## src/rtl/branch_predictor_pkg.sv

```systemverilog
// Shared types and constants for the branch target buffer.
package bp_pkg;

  // Default configuration widths; the predictor module derives its own
  // entry layout from its parameters using the same field order.
  localparam int unsigned BP_WORD_W   = 32;
  localparam int unsigned BP_ENTRIES  = 16;
  localparam int unsigned BP_CTR_BITS = 2;
  localparam int unsigned BP_IDX_W    = $clog2(BP_ENTRIES);
  localparam int unsigned BP_TAG_W    = BP_WORD_W - BP_IDX_W - 2;

  typedef struct packed {
    logic                 valid;
    logic [BP_TAG_W-1:0]  tag;
    logic [BP_WORD_W-1:0] target;
    logic [BP_CTR_BITS-1:0] ctr;
  } bp_entry_t;

  // Classification of a resolved branch against the table.
  typedef enum logic [1:0] {
    BP_HIT_T,
    BP_HIT_NT,
    BP_MISS_T,
    BP_MISS_NT
  } bp_outcome_t;

  // Weakly-taken counter value: MSB set, all lower bits clear.
  function automatic logic [31:0] ctr_weak_taken(input int unsigned bits);
    return 32'd1 << (bits - 1);
  endfunction

  localparam logic [31:0] CTR_WEAK_TAKEN = ctr_weak_taken(BP_CTR_BITS);

endpackage

```

## src/rtl/branch_predictor_if.sv

```systemverilog
// Lookup / update / statistics bundle between the pipeline and the predictor.
interface branch_predictor_if #(
  parameter int unsigned WORD_W = 32
);
  logic [WORD_W-1:0] pc_IF;
  logic              pred_hit;
  logic              pred_taken;
  logic [WORD_W-1:0] pred_target;
  logic              upd_valid;
  logic [WORD_W-1:0] upd_pc;
  logic              upd_taken;
  logic [WORD_W-1:0] upd_target;
  logic              upd_pred_taken;
  logic [WORD_W-1:0] upd_pred_target;
  logic              clear;
  logic              mispredict;
  logic [31:0]       stat_branches;
  logic [31:0]       stat_mispredicts;

  // Pipeline side.
  modport master (
    output pc_IF, upd_valid, upd_pc, upd_taken, upd_target,
           upd_pred_taken, upd_pred_target, clear,
    input  pred_hit, pred_taken, pred_target, mispredict,
           stat_branches, stat_mispredicts
  );

  // Predictor side.
  modport slave (
    input  pc_IF, upd_valid, upd_pc, upd_taken, upd_target,
           upd_pred_taken, upd_pred_target, clear,
    output pred_hit, pred_taken, pred_target, mispredict,
           stat_branches, stat_mispredicts
  );
endinterface

```

## src/rtl/branch_predictor_sat_counter.sv

```systemverilog
// Saturating up/down direction counter (combinational next-value).
module bp_sat_counter #(
  parameter int unsigned CTR_BITS = 2
) (
  input  logic [CTR_BITS-1:0] ctr_in,
  input  logic                inc,
  output logic [CTR_BITS-1:0] ctr_out
);

  // Increment toward all-ones on taken, decrement toward zero otherwise.
  always_comb begin
    ctr_out = ctr_in;
    if (inc) begin
      if (ctr_in != '1) ctr_out = ctr_in + 1'b1;
    end else begin
      if (ctr_in != '0) ctr_out = ctr_in - 1'b1;
    end
  end

endmodule

```

## src/rtl/branch_predictor.sv

```systemverilog
// Direct-mapped BTB with per-entry direction counters and branch statistics.
module branch_predictor
  import bp_pkg::*;
#(
  parameter int unsigned ENTRIES  = 16,
  parameter int unsigned CTR_BITS = 2,
  parameter int unsigned WORD_W   = 32
) (
  input  logic              CLK,
  input  logic              RST,
  branch_predictor_if.slave bp
);

  localparam int unsigned IDX_W = $clog2(ENTRIES);
  localparam int unsigned TAG_W = WORD_W - IDX_W - 2;
  localparam logic [CTR_BITS-1:0] CTR_WT = CTR_BITS'(ctr_weak_taken(CTR_BITS));

  typedef struct packed {
    logic              valid;
    logic [TAG_W-1:0]  tag;
    logic [WORD_W-1:0] target;
    logic [CTR_BITS-1:0] ctr;
  } entry_t;

  entry_t tbl_q [ENTRIES];

  logic [31:0] stat_branches_q;
  logic [31:0] stat_mispredicts_q;

  logic [IDX_W-1:0]    lk_idx, up_idx;
  logic [TAG_W-1:0]    lk_tag, up_tag;
  entry_t              lk_e, up_e;
  logic                lk_hit, up_hit;
  logic [CTR_BITS-1:0] ctr_next;
  bp_outcome_t         outcome;

  assign lk_idx = bp.pc_IF[IDX_W+1:2];
  assign lk_tag = bp.pc_IF[WORD_W-1:IDX_W+2];
  assign up_idx = bp.upd_pc[IDX_W+1:2];
  assign up_tag = bp.upd_pc[WORD_W-1:IDX_W+2];

  // Same-cycle lookup straight from the table flops (no update bypass).
  always_comb begin
    lk_e           = tbl_q[lk_idx];
    lk_hit         = lk_e.valid && (lk_e.tag == lk_tag);
    bp.pred_hit    = lk_hit;
    bp.pred_taken  = lk_hit && lk_e.ctr[CTR_BITS-1];
    bp.pred_target = (lk_hit && lk_e.ctr[CTR_BITS-1]) ? lk_e.target
                                                      : bp.pc_IF + WORD_W'(4);
  end

  // Redirect when direction differs, or taken to a different target.
  always_comb begin
    bp.mispredict = bp.upd_valid &&
                    ((bp.upd_taken != bp.upd_pred_taken) ||
                     (bp.upd_taken && (bp.upd_target != bp.upd_pred_target)));
  end

  // Classify the resolving branch against its table slot.
  always_comb begin
    up_e   = tbl_q[up_idx];
    up_hit = up_e.valid && (up_e.tag == up_tag);
    if (up_hit) outcome = bp.upd_taken ? BP_HIT_T  : BP_HIT_NT;
    else        outcome = bp.upd_taken ? BP_MISS_T : BP_MISS_NT;
  end

  bp_sat_counter #(
    .CTR_BITS (CTR_BITS)
  ) u_sat_counter (
    .ctr_in  (up_e.ctr),
    .inc     (bp.upd_taken),
    .ctr_out (ctr_next)
  );

  // Table training/allocation, clear, and statistics counters.
  always_ff @(posedge CLK) begin
    if (RST) begin
      for (int unsigned i = 0; i < ENTRIES; i++) tbl_q[i] <= '0;
      stat_branches_q    <= '0;
      stat_mispredicts_q <= '0;
    end else begin
      if (bp.upd_valid) begin
        stat_branches_q    <= stat_branches_q + 32'd1;
        stat_mispredicts_q <= stat_mispredicts_q + 32'(bp.mispredict);
      end
      // Clear takes priority over training; only valid bits are dropped.
      if (bp.clear) begin
        for (int unsigned i = 0; i < ENTRIES; i++) tbl_q[i].valid <= 1'b0;
      end else if (bp.upd_valid) begin
        case (outcome)
          BP_HIT_T: begin
            tbl_q[up_idx].ctr    <= ctr_next;
            tbl_q[up_idx].target <= bp.upd_target;
          end
          BP_HIT_NT: tbl_q[up_idx].ctr <= ctr_next;
          BP_MISS_T: begin
            tbl_q[up_idx].valid  <= 1'b1;
            tbl_q[up_idx].tag    <= up_tag;
            tbl_q[up_idx].target <= bp.upd_target;
            tbl_q[up_idx].ctr    <= CTR_WT;
          end
          default: ;
        endcase
      end
    end
  end

  assign bp.stat_branches    = stat_branches_q;
  assign bp.stat_mispredicts = stat_mispredicts_q;

endmodule
```

## src/flat_wrapper.sv

```systemverilog
// flat-port wrapper written by rule: the top's interface ports become plain ports
module branch_predictor_flat import bp_pkg::*;
#(
  parameter int unsigned ENTRIES  = 16,
  parameter int unsigned CTR_BITS = 2,
  parameter int unsigned WORD_W   = 32
)
  (CLK, RST, bp_pc_IF, bp_upd_valid, bp_upd_pc, bp_upd_taken, bp_upd_target, bp_upd_pred_taken, bp_upd_pred_target, bp_clear, bp_pred_hit, bp_pred_taken, bp_pred_target, bp_mispredict, bp_stat_branches, bp_stat_mispredicts);
  branch_predictor_if #(.WORD_W(WORD_W)) bp_i ();
  input  logic CLK;
  input  logic RST;
  input wire logic [$bits(bp_i.pc_IF)-1:0] bp_pc_IF;
  input wire logic [$bits(bp_i.upd_valid)-1:0] bp_upd_valid;
  input wire logic [$bits(bp_i.upd_pc)-1:0] bp_upd_pc;
  input wire logic [$bits(bp_i.upd_taken)-1:0] bp_upd_taken;
  input wire logic [$bits(bp_i.upd_target)-1:0] bp_upd_target;
  input wire logic [$bits(bp_i.upd_pred_taken)-1:0] bp_upd_pred_taken;
  input wire logic [$bits(bp_i.upd_pred_target)-1:0] bp_upd_pred_target;
  input wire logic [$bits(bp_i.clear)-1:0] bp_clear;
  output wire logic [$bits(bp_i.pred_hit)-1:0] bp_pred_hit;
  output wire logic [$bits(bp_i.pred_taken)-1:0] bp_pred_taken;
  output wire logic [$bits(bp_i.pred_target)-1:0] bp_pred_target;
  output wire logic [$bits(bp_i.mispredict)-1:0] bp_mispredict;
  output wire logic [$bits(bp_i.stat_branches)-1:0] bp_stat_branches;
  output wire logic [$bits(bp_i.stat_mispredicts)-1:0] bp_stat_mispredicts;
  assign bp_i.pc_IF = bp_pc_IF;
  assign bp_i.upd_valid = bp_upd_valid;
  assign bp_i.upd_pc = bp_upd_pc;
  assign bp_i.upd_taken = bp_upd_taken;
  assign bp_i.upd_target = bp_upd_target;
  assign bp_i.upd_pred_taken = bp_upd_pred_taken;
  assign bp_i.upd_pred_target = bp_upd_pred_target;
  assign bp_i.clear = bp_clear;
  assign bp_pred_hit = bp_i.pred_hit;
  assign bp_pred_taken = bp_i.pred_taken;
  assign bp_pred_target = bp_i.pred_target;
  assign bp_mispredict = bp_i.mispredict;
  assign bp_stat_branches = bp_i.stat_branches;
  assign bp_stat_mispredicts = bp_i.stat_mispredicts;
  branch_predictor #(.ENTRIES(ENTRIES), .CTR_BITS(CTR_BITS), .WORD_W(WORD_W)) u_core (.CLK(CLK), .RST(RST), .bp(bp_i));
endmodule
```

## config.mk

```make
export PLATFORM = sky130hd
export DESIGN_NAME = branch_predictor_flat
export DESIGN_NICKNAME = d
export VERILOG_FILES = /design/src/rtl/branch_predictor_pkg.sv /design/src/rtl/branch_predictor_if.sv /design/src/rtl/branch_predictor_sat_counter.sv /design/src/rtl/branch_predictor.sv /design/src/flat_wrapper.sv
export SDC_FILE = /design/constraint.sdc
export NUM_CORES = 2
export LEC_CHECK = 0
export ABC_AREA = 0
export BUFFER_PORTS_ARGS = -buffer_cell sky130_fd_sc_hd__buf_2
export CORE_ASPECT_RATIO = 0.5
export CORE_MARGIN = 1
export CORE_UTILIZATION = 56
export DETAILED_ROUTE_END_ITERATION = 10
export GPL_ROUTABILITY_DRIVEN = 0
export PLACE_DENSITY = 0.76
export SKIP_CTS_REPAIR_TIMING = 1
export SYNTH_ARGS = -nofsm -noshare
export SYNTH_HDL_FRONTEND = slang
export SYNTH_HIERARCHICAL = 1
export SYNTH_SLANG_ARGS = --single-unit
```

## constraint.sdc

```tcl
create_clock -name CLK -period 5.49 [get_ports CLK]
set_clock_uncertainty 0.05 [all_clocks]
set_input_delay 1.098 -clock CLK [delete_from_list [all_inputs] [get_ports CLK]]
set_output_delay 1.098 -clock CLK [all_outputs]
set_load 0.05 [all_outputs]
```

== Word level (Yosys, flattened, before mapping) ==
Memories as Yosys holds them, arrays and structs flattened.
Cells that the tools add are included.

* Flip-flop bits (word level): 64
* Bits in writable memories: 976
* Input bits: 134
* Output and inout bits: 99
* Memories: 1

* Add/sub/neg operators: 5
* Equality and inequality tests: 7
* Mux-type cells: 49
* Bitwise logic cells: 19
* Reduce and logical (&&, ||, !) cells: 9

{| class="wikitable"
|+ Memory list
! memory !! words !! width !! read ports !! clocked after memory_dff !! wr ports !! RTL line !! RTL
|-
| u_core.tbl_q || 16 || 61 || 2 || 0 || 16 || branch_predictor.sv:25 || <nowiki>entry_t tbl_q [ENTRIES];</nowiki>
|}

{| class="wikitable"
|+ Operator list
! operator !! number
|-
| $mux W32 || 2
|-
| $mux W61 || 1
|-
| $reduce_or A61 Y1 || 1
|-
| $eq A26 B26 Y1 || 2
|-
| $mux W1 || 38
|-
| $add A32 B1 Y32 || 1
|-
| $add A32 B1 Y32 const B || 1
|-
| $add A32 B3 Y32 const B || 1
|-
| $ne A32 B32 Y1 || 1
|-
| $or A1 B1 Y1 || 19
|-
| $mux W2 || 6
|-
| $mux W4 || 2
|-
| $logic_and A1 B1 Y1 || 5
|-
| $add A2 B1 Y2 const B || 1
|-
| $eq A2 B1 Y1 const B || 1
|-
| $eq A2 B2 Y1 const B || 1
|-
| $logic_not A2 Y1 || 1
|-
| $ne A2 B2 Y1 const B || 1
|-
| $reduce_bool A2 Y1 || 1
|-
| $sub A2 B1 Y2 const B || 1
|-
| $logic_or A1 B1 Y1 || 1
|-
| $ne A1 B1 Y1 || 1
|}

== Logic depth before layout (Yosys ltp) ==
An unclocked memory read counts as a cell.

* Word-level depth: 14
* Mapped depth: 15
* Mapped depth without buffers: 14

== Modules after synthesis ==
The synthesis kept the hierarchy.

{| class="wikitable"
|+ Modules (own cells, without submodules)
! module !! instances !! cells each !! area an instance (µm²) !! seq. area each (µm²)
|-
| branch_predictor || 1 || 3,685 || 52,557.9 || 30,429.2
|-
| bp_sat_counter || 1 || 3 || 26.3 || 0.0
|}

== Worst setup path before layout ==
No wires, ideal clock.

* Kind: input port to output port
* Start point: input port bp_pc_IF[3]
* End point: output port bp_pred_target[2]
* Arrival time: 4.683 ns
* Path slack: -0.341 ns
* Stages on the path: 11
* Buffers on the path: 4
* Path through: buf_2 buf_2 buf_2 mux4_2 mux4_2 xnor2_1 nand2_1 a2111o_1 nor4b_4 buf_4 mux2i_1

* Word-level cells in the longest chain between the ends: 5

{| class="wikitable"
|+ RTL lines
! element !! RTL line !! RTL
|-
| start, declared || flat_wrapper.sv:12 || <nowiki>input wire logic [$bits(bp_i.pc_IF)-1:0] bp_pc_IF;</nowiki>
|-
| $mem_v2 Z16 W61 (*) || -- ||
|-
| $eq A26 B26 Y1 || branch_predictor.sv:45 || <nowiki>lk_hit = lk_e.valid && (lk_e.tag == lk_tag);</nowiki>
|-
| $logic_and A1 B1 Y1 || branch_predictor.sv:45 ||
|-
| $logic_and A1 B1 Y1 || branch_predictor.sv:48 || <nowiki>bp.pred_target = (lk_hit && lk_e.ctr[CTR_BITS-1]) ? lk_e.target</nowiki>
|-
| $mux W32 (*) || branch_predictor.sv:48 ||
|-
| end, declared || flat_wrapper.sv:22 || <nowiki>output wire logic [$bits(bp_i.pred_target)-1:0] bp_pred_target;</nowiki>
|}

Every way passes the cells marked *; elsewhere a longest branch is shown, timed or not.

== Worst setup path after layout ==
* Start point: input port bp_pc_IF[3]
* End point: output port bp_pred_target[1]

Same word-level chain as after synthesis.

==> impl_results.md <==
- Die Y-Extent: 218.7 um
- Routed Antenna Nets: 0
- Yosys top cell area share: 0.5482
- Sequential cell area fraction in the yosys report: 0.5787
- Iteration-0 DRC count of the detailed router: 6027
- Fin area: 60110 sq um
- Crit path capture type: output pin
- Leak pwr: 22.89 nW
- Final Max Slew Viols: 0
- DP Worst Slack: -0.3694 ns
- IO buf count: 230
- Synth cell types: 56
- Hpwl dp: 103300 um
- GRT Total Usage: 0.3501
- Area of the die: 95200 sq um
- Cells on worst reg2reg path: 11
- Cts bufs inserted: 92
- Synthesized net count: 3826
- Flop2flop setup slack: 1.44 ns
- Max-Cap Viols: 0
- Nets: 4006
- Vias in the first global route: 34634
- Least-Margin Pin Slew: 1.298 ns
- WS Path Type: primary input to output pin
- Commonest non-fill, non-tap cell in the layout: edfxtp_1
- Htree depth: 3
- Status: complete, but fails checks
- F_max: 179.5 MHz
- First-pass GRT wire length: 239100 um
- Row count: 79
- Global route total overflow: 0
- Crit path DAT: 4.42 ns
- Slew margin rel.: 0.1344
- Area delta synth->final: 14.31%
- Post-synth EDFFs: 960
- Endpoint, Worst Hold: u_core/tbl_q[4][60]
- Worst Hold Class: flop to flop
- Clk buf depth: 3
- CTS root buf: clkbuf_16
- Effective utilization at floorplan: 0.5653
- Layout cells sized above 1: 0.2719
- Setup crit start: bp_pc_IF[3]
- Final Cycle Share: 1.015
- Mapped Avg Cell Area: 14.26 sq um
- CP Launch Type: primary input
- FFs w/ async S/R, synth: 0
- Worst hold slack: 0.4288 ns
- Die X: 435.4 um
- Clk Latency, worst-skew pair: 0.72 ns
- Reg2Reg Launch Point: u_core/tbl_q[14][38]
- IO Pins: 233
- Final wirelength: 169700 um
- Top_reg_cell synth: edfxtp_1
- Drt first pass iters: 6
- Seq cells post-synth: 1040
- Final setup fails: 25
- Pwr Density: 296.1 nW/um^2
- Reg clk slew, reported paths: 0.07 ns
- Violated checks: setup timing
- Hold Fails Final Rpt: 0
- Metal2 WL: 77470 um
- RSZ-0062 raised after global routing: true
- YS warnings: 6
- Vias: 35846
- Mapped cell area: 52580 sq um
- DRC: 0
- Clk sinks: 1040
- CTS tree: done
- Synth area leader: edfxtp_1
- Wire per inst: 32.54 um
- Largest net degree at the start of global routing: 219
- Core box area: 93010 sq um
- Minimum clock period: 5.570 ns
- Vias per std cell: 6.874
- Hold depth: 1
- Met3 Wirelength: 24170 um
- Worst EP required: 4.34 ns
- Cells after synthesis: 3688
- FILL cells: 6371
- Commonest non-fill, non-tap cells in the layout: edfxtp_1 (960), and2_1 (519), and3_1 (437)
- Area after DPL: 56450 sq um
- Initial antenna violation count: 23
- FF-to-FF End: u_core/tbl_q[7][0]
- Final WS setup: -0.08026 ns
- VDD IR-drop max: 0.0002723 V
- Crit path max fanout: 7
- Overall Power: 17.80 mW
- M1 WL: 58850 um
- Highest Signal Layer: met5
- Hold path startpoint: u_core/tbl_q[4][60]
- Synth area leaders: edfxtp_1 (55%), mux4_2 (15%), and2_1 (6.2%), and3_1 (5.2%), dfxtp_1 (3.0%)
state kept, by name, summed over array words and instances, names as in the netlist:
name                        count
u_core/tbl_q                  976
u_core/bp.stat_mispredicts     32
u_core/bp.stat_branches        32
power by group:
| group | internal [mW] | total (mW) | switching (mW) | leakage [nW] |
|---|---|---|---|---|
| Sequential | 9.01 | 9.17 | 0.162 | 9.79 |
| Clock | 3.47 | 6.52 | 3.05 | 1.40 |
| Combinational | 0.870 | 2.10 | 1.23 | 11.7 |
per-layer routing:
| metal | vias up | GRT usage |
|---|---|---|
| li1 | 14387 | - |
| met1 | 17899 | 0.4598 |
| met2 | 2998 | 0.5380 |
| met3 | 556 | 0.1008 |
| met4 | 6 | 0.1741 |
| met5 | - | 0 |
Yosys cell counts (all sizes together) (31+ instances only):
cell and instances:
and2 520, and3 437, buf 102, clkbuf 282, dfxtp 80, edfxtp 960
mux2i 131, mux4 355, nand2 112, nand3 46, nor2 100, nor3 31
o21ai 53, xnor2 81, xor2 123
per-stage QoR:
stage	instances	TNS [ns]	utilization
finish	5215	-0.9847	0.6463
global route	5209	-1.009	0.6461
CTS	5177	-9.885	0.6382
detailed placement	5009	-9.548	0.6069
global placement	5009	-8.115	0.6069
floorplan	3688	-2.556	-
worst max-delay path by stage:
stage                                    end  cells after the start
final                      bp_pred_target[1]                     12
after global routing      bp_pred_target[26]                     14
after global placement    bp_pred_target[20]                     16
after CTS                 bp_pred_target[20]                     16
after floorplan           bp_pred_target[25]                     12
after detailed placement  bp_pred_target[20]                     16
final cells by class:
class	instances	area, sq um	share of cell area
diodes	18	45.04	0.0007493
clock buffers	115	2410	0.04009
clock inverters	53	503.0	0.008367
inverters	6	22.52	0.0003747
multi-input cells	2258	21020	0.3496
flip-flops and latches	1040	30430	0.5062
well taps	1255	1570	0.02612
repair buffers	470	4116	0.06848
logic make-up after synthesis:
kind of cell | after synthesis | synth area share
and+or+nand+nor | 1375 | 0.1533
adders and majority gates | 6 | 0.001380
buffers and inverters | 390 | 0.03074
AOI/OAI and AO/OA | 167 | 0.02070
DFF | 1040 | 0.5787
muxes | 506 | 0.1813
xor gates and xnor gates | 204 | 0.03398
critical path, stage by stage:
cell and delay, ns:
clkbuf_16 0.15, mux4_2 0.52, mux2i_2 0.19, buf_4 0.17
xnor2_2 0.06, or4_4 0.53, a2111o_1 0.49, nor4b_4 0.34
buf_12 0.18, buf_12 0.17, mux2_4 0.33, buf_8 0.15
No activity file was read; power rests on OpenSTA's default activity.
